`src/rtl/obi_error_slave.sv`:
```
// Default (error) OBI slave: grants every request, answers after a fixed latency,
// and records the first faulting access plus a saturating fault count and irq.
package obi_error_slave_pkg;
  typedef struct packed {
    logic        req;
    logic        we;
    logic [3:0]  be;
    logic [31:0] addr;
    logic [31:0] wdata;
  } obi_req_t;

  typedef struct packed {
    logic        gnt;
    logic        rvalid;
    logic [31:0] rdata;
  } obi_resp_t;
endpackage

module obi_error_slave
  import obi_error_slave_pkg::*;
#(
  parameter int unsigned RESP_LATENCY  = 1,
  parameter logic [31:0] RESP_RDATA    = 32'hBADACCE5,
  parameter int unsigned ERR_CNT_WIDTH = 16
) (
  input  logic                     clk_i,
  input  logic                     rst_i,
  input  obi_req_t                 slave_req_i,
  output obi_resp_t                slave_resp_o,
  input  logic                     err_clear_i,
  output logic                     err_valid_o,
  output logic [31:0]              err_addr_o,
  output logic                     err_we_o,
  output logic [3:0]               err_be_o,
  output logic [ERR_CNT_WIDTH-1:0] err_count_o,
  output logic                     err_irq_o
);

  logic                    gnt;
  logic                    accept;
  logic [RESP_LATENCY-1:0] pipe_valid;
  logic [RESP_LATENCY-1:0] pipe_we;
  logic                    ret_valid;
  logic                    ret_we;

  assign gnt    = slave_req_i.req & ~rst_i;
  assign accept = slave_req_i.req & gnt;

  // Fixed-latency response pipeline; the last stage is the one retiring.
  always_ff @(posedge clk_i) begin
    if (rst_i) begin
      pipe_valid <= '0;
      pipe_we    <= '0;
    end else begin
      pipe_valid[0] <= accept;
      pipe_we[0]    <= slave_req_i.we;
      for (int unsigned i = 1; i < RESP_LATENCY; i++) begin
        pipe_valid[i] <= pipe_valid[i-1];
        pipe_we[i]    <= pipe_we[i-1];
      end
    end
  end

  assign ret_valid = pipe_valid[RESP_LATENCY-1];
  assign ret_we    = pipe_we[RESP_LATENCY-1];

  always_comb begin
    slave_resp_o        = '0;
    slave_resp_o.gnt    = gnt;
    slave_resp_o.rvalid = ret_valid;
    slave_resp_o.rdata  = (ret_valid && !ret_we) ? RESP_RDATA : '0;
  end

  // A clear coinciding with an accept restarts capture from that accept.
  always_ff @(posedge clk_i) begin
    if (rst_i) begin
      err_valid_o <= 1'b0;
      err_addr_o  <= '0;
      err_we_o    <= 1'b0;
      err_be_o    <= '0;
      err_irq_o   <= 1'b0;
    end else begin
      err_irq_o <= 1'b0;
      if (accept && (!err_valid_o || err_clear_i)) begin
        err_valid_o <= 1'b1;
        err_addr_o  <= slave_req_i.addr;
        err_we_o    <= slave_req_i.we;
        err_be_o    <= slave_req_i.be;
        err_irq_o   <= 1'b1;
      end else if (err_clear_i) begin
        err_valid_o <= 1'b0;
        err_addr_o  <= '0;
        err_we_o    <= 1'b0;
        err_be_o    <= '0;
      end
    end
  end

  always_ff @(posedge clk_i) begin
    if (rst_i) begin
      err_count_o <= '0;
    end else if (err_clear_i) begin
      err_count_o <= accept ? ERR_CNT_WIDTH'(1) : '0;
    end else if (accept && (err_count_o != '1)) begin
      err_count_o <= err_count_o + ERR_CNT_WIDTH'(1);
    end
  end

`ifndef SYNTHESIS
  always_ff @(posedge clk_i) begin
    if (accept) begin
      if (slave_req_i.we)
        $display("obi_error_slave: t=%0t write addr=%h wdata=%h", $time,
                 slave_req_i.addr, slave_req_i.wdata);
      else
        $display("obi_error_slave: t=%0t read addr=%h", $time, slave_req_i.addr);
    end
  end
`endif

endmodule

```
`config.mk`:
```
export PLATFORM = sky130hd
export DESIGN_NAME = obi_error_slave
export DESIGN_NICKNAME = d
export VERILOG_FILES = /design/src/rtl/obi_error_slave.sv
export SDC_FILE = /design/constraint.sdc
export NUM_CORES = 1
export LEC_CHECK = 0
export ABC_CLOCK_PERIOD_IN_PS = 2400
export CAP_MARGIN = 10
export CORE_ASPECT_RATIO = 2
export CORE_MARGIN = 1.5
export CORE_UTILIZATION = 36
export CTS_CLUSTER_SIZE = 40
export DETAILED_ROUTE_END_ITERATION = 10
export GPL_TIMING_DRIVEN = 0
export PLACE_DENSITY = 0.89
export SYNTH_ARGS = -nofsm -noshare
export SYNTH_HDL_FRONTEND = slang
export SYNTH_SLANG_ARGS = --single-unit
```
`constraint.sdc`:
```
create_clock -name clk_i -period 2.4 [get_ports clk_i]
set_input_delay 0.24 -clock clk_i [delete_from_list [all_inputs] [get_ports clk_i]]
set_output_delay 0.24 -clock clk_i [all_outputs]
set_load 0.005 [all_outputs]
```
# Yosys cells after proc, flatten, opt, wreduce, memory -nomap -nowiden
# Index checks and enable logic that the tools add are counted.
# word_totals
reg_bits	57
latch_bits	0
ramBits	0
romBits	0
inputBits	73
output_inout_bits	89
word_cells	33
mem_count	0
# op_classes
addsub	1
multipliers	0
div_mod_pow	0
magnitude_cmp	0
n_eq_ne	1
n_shift	0
mux	12
bitwise_logic	3
n_reduce_logical	8
# op_table
operator	count
$mux W32	3
$mux W16	2
$add A16 B1 Y16 const B	1
$ne A16 B16 Y1 const B	1
$mux W4	2
$mux W1	5
$reduce_bool A2 Y1	2
$logic_and A1 B1 Y1	3
$and A1 B1 Y1	2
$logic_not A1 Y1	2
$logic_or A1 B1 Y1	1
$not A1 Y1	1

# Logic depth before layout (Yosys ltp)
# logic_depth
ltp_word	6
mapped_depth	7
depth_no_buf	5

# Worst setup path after synthesis
# No wires, ideal clock.
# synth_path
path_kind	reg2reg
startpoint	register err_count_o[0]
endpoint	register err_count_o[13]
setup_time_ps	70
t_arrival_ps	1742
required_ps	2330
slack_ps	587
stages_incl_launch_ff	7
n_path_buf	1
synth_period_minus_slack_ps	1813
cell_sequence	dfxtp_1 -> ha_1 -> and4_1 -> and4_4 -> buf_2 -> or4_1 -> a21oi_1
# synth_via
elab_chain_cells	3
elab_cells_between_ends	6
classes_between	add/sub (1); eq/ne (1); mux (2); reduce/logical (2)
# synth_rtl
element	line	rtl
start: declaration	35	output logic [ERR_CNT_WIDTH-1:0] err_count_o,
start signal: assignment	103	err_count_o <= accept ? ERR_CNT_WIDTH'(1) : '0;
start signal: assignment	105	err_count_o <= err_count_o + ERR_CNT_WIDTH'(1);
$add A16 B1 Y16 / $ne A16 B16 Y1 (equally long branches)	105, 104	
$mux W16 / $logic_and A1 B1 Y1 (equally long branches)	104	end else if (accept && (err_count_o != '1)) begin
$mux W16 / $reduce_bool A2 Y1 (equally long branches)	-	
# Parallel ways exist; a longest one is shown, timed or not. The select of a mux whose other input is x is not followed.
# A chain may end at the register's enable or synchronous reset.

==> metrics.md <==
| Metric | Value |
|---|---|
| Status | `complete, no violations` |
| Leading area contributor after synthesis | `dfxtp_1` |
| Biggest cell delay along the critical path | `0.64 ns` |
| # IOs | `162` |
| Syn Inst Count | `271` |
| List of most frequent post-synthesis cells | `57 x dfxtp_1, 38 x nor2_1, 36 x a22oi_1` |
| Vias per cell | `4.99` |
| GRT Overall Usage | `21.6%` |
| Area grow syn2layout | `67.4%` |
| Slew headroom | `53.4%` |
| Post-synth EDFFs | `0` |
| Initial antenna violation count | `0` |
| Fillers | `573` |
| Starting Density | `37.1%` |
| Root buffer cell | `clkbuf_16` |
| Static leakage | `1.58 nW` |
| Final WS setup | `0.259 ns` |
| Top-count cell post-synth | `dfxtp_1` |
| Critical Path Source Type | `input pin` |
| Avg Cell Area, Syn | `9.06 sq um` |
| Final setup TNS | `0 ns` |
| Top cell type's share of synthesized area | `46.5%` |
| CTS Sinks | `57` |
| HP Class | `flop to flop` |
| Post-synth ARST share | `0%` |
| CTS tree | `done` |
| Final setup viols | `0` |
| Distinct cells, synth | `38` |
| Number of routed nets with antenna violations | `0` |
| Critical Path Fanout Max | `10` |
| Dpl ws | `0.126 ns` |
| Drt total wl | `7300 um` |
| Hpwl dp | `5540 um` |
| Worst-Margin Slew | `0.689 ns` |
| Fin crit share | `89.2%` |
| Synth top area cells | `dfxtp_1 46%, a22oi_1 11%, buf_4 10%` |
| Clk pin slew, worst setup/hold paths | `0.05 ns` |
| Synthesized cell area | `2450 sq um` |
| Fin Clk Skew | `0.00438 ns` |
| Cts bufs inserted | `9` |
| Final Max Tran Viols | `0` |
| Number of max-cap violations | `0` |
| Max IR drop VDD | `0.000491 V` |
| Crit path time final | `2.14 ns` |
| Seq/Total Area, Yosys | `46.5%` |
| DR DRC count | `0` |
| DR vias | `2,511` |
| Chip Width | `61.4 um` |
| Largest net degree at the start of global routing | `20` |
| Slowest cell on crit path | `clkdlybuf4s50_1` |
| Max Fclk | `467 MHz` |
| Full die area | `7350 sq um` |
| Number of global-route vias before repair | `2,545` |
| Drt initial violations | `163` |
| Worst EP arrival | `1.90 ns` |
| WP data required | `2.16 ns` |
| Dominant synthesized flop cell | `dfxtp_1` |
| Worst-skew pair later-pin latency | `0.33 ns` |
| Total iterations of the first detailed-routing run | `4` |
| RSZ-0062 raised after global routing | `false` |
| CTS H-tree depth | `3` |
| Core box area | `6620 sq um` |
| Die span in y | `120 um` |
| Critical path cell sequence | `clkdlybuf4s50_1 -> nand2b_4 -> buf_6 -> clkinv_4 -> buf_4 -> clkdlybuf4s50_1` |
| Final hold violation count | `0` |
| # diodes | `0` |
| Pwr dens | `671 nW/um^2` |
| Synthesized flop and latch total | `57` |
| Routed wire per std cell | `14.5 um` |
| Layout cells sized above 1 | `15.4%` |
| Post-layout net count | `484` |
| Cell Rows | `42` |
| Ys Warns | `0` |
| Most frequent CP cell | `clkdlybuf4s50_1` |
| Total gr overflow | `0` |
| Register-to-register setup slack | `0.32 ns` |
| Worst Setup End Kind | `output port` |
| Setup CP Type | `input pin to output port` |
| First-pass GRT wire length | `11,900 um` |
| Routability cong. | `0.900` |
| Port buffer count | `116` |
| Clk buf depth | `2` |
==> worst paths after layout <==
kind,startpoint,to,cells after the start
max reg2reg,err_count_o[0]$_SDFFE_PP0P_,err_count_o[4]$_SDFFE_PP0P_,7
max,rst_i,slave_resp_o[33],6
min reg2reg,err_we_o$_SDFFE_PP0P_,err_we_o$_SDFFE_PP0P_,2
min,err_we_o$_SDFFE_PP0P_,err_we_o$_SDFFE_PP0P_,2
==> kinds of logic after synthesis <==
group                    Yosys count  share of synthesized area, %
adder cells (fa/ha/maj)            1                         0.510
AO/OA/AOI/OAI                     71                          19.8
multiplexers                       1                         0.408
AND/OR/NAND/NOR                   84                          17.8
buffers and inverters             56                          14.8
other                              1                         0.153
flip-flops                        57                          46.5
==> area by class of cell <==
cell class	instances	area [sq um]	share of cell area [%]
Buffer	52	344	8.37
Clock buffer	11	233	5.66
Clock inverter	5	104	2.53
Inverter	4	20.0	0.487
Multi-Input combinational cell	170	997	24.3
Sequential cell	57	1140	27.8
Tap cell	88	110	2.68
Timing Repair Buffer	116	1160	28.2
==> repair_timing <==
item | in CTS | in global routing
buffers inserted | 0 | 0
resized for setup | 1 | 0
endpoints found under the setup margin | 19 | 0
hold buffers | 0 | 0
==> sequential cells by signal (all words and copies together), names as in the netlist <==
| register | cells |
|---|---|
| err_valid_o | 1 |
| err_be_o | 4 |
| err_irq_o | 1 |
| err_count_o | 16 |
| err_addr_o | 32 |
| pipe_valid | 1 |
| err_we_o | 1 |
| pipe_we | 1 |
==> worst max-delay path, delay by kind of cell <==
kind                   cells  cell delay (ns)
buffers and inverters      5             1.47
and+or+nand+nor            1             0.19
==> where the power goes <==
group / internal (mW) / switching [mW]
clock network: 1.01 / 0.430
registers: 0.976 / 0.0168
logic: 0.199 / 0.122
total: 2.19 / 0.569
==> routing by layer <==
metal / up-vias / wire length [um] / track usage (%)
met3: 17 / 508 / 7.54
met5: - / 0 / 0
met4: 0 / 174 / 8.11
met2: 109 / 4130 / 39.5
met1: 1172 / 2490 / 20.9
li1: 1213 / - / -
==> stage by stage <==
step | hold slack [ns] | utilization [%] | std cells | instance area [sq um] | total power [mW]
final | 0.470 | 62.1 | 503 | 4110 | 2.76
after global routing | 0.488 | 62.1 | 503 | 4110 | 2.86
after CTS | 0.471 | 62.1 | 503 | 4110 | 2.78
after detailed placement | 0.464 | 57.0 | 487 | 3770 | 1.33
after global placement | 0.457 | 57.0 | 487 | 3770 | 1.32
after floorplan | 0.355 | - | 283 | 2500 | 1.14
==> placed cells by master (no fill, tap or decap), drive strengths merged <==
cell             n
a21oi           15
conb            13
nor2b            2
buf             44
or3              3
nor3             1
clkdlybuf4s50  116
a22oi           36
and3             2
nor4             1
ha               1
nor2            38
or4             10
inv              3
o21ai            6
dfxtp           57
clkinv           3
nand2           10
a41o             1
or2              1
o311ai           1
clkbuf          19
and4             4
nand2b           1
o31ai           10
mux2i            1
a31oi            1
bufinv           3
o211ai           1
nand3            6
nand4            4
nor3b            1
(Power assumes the default switching activity.)
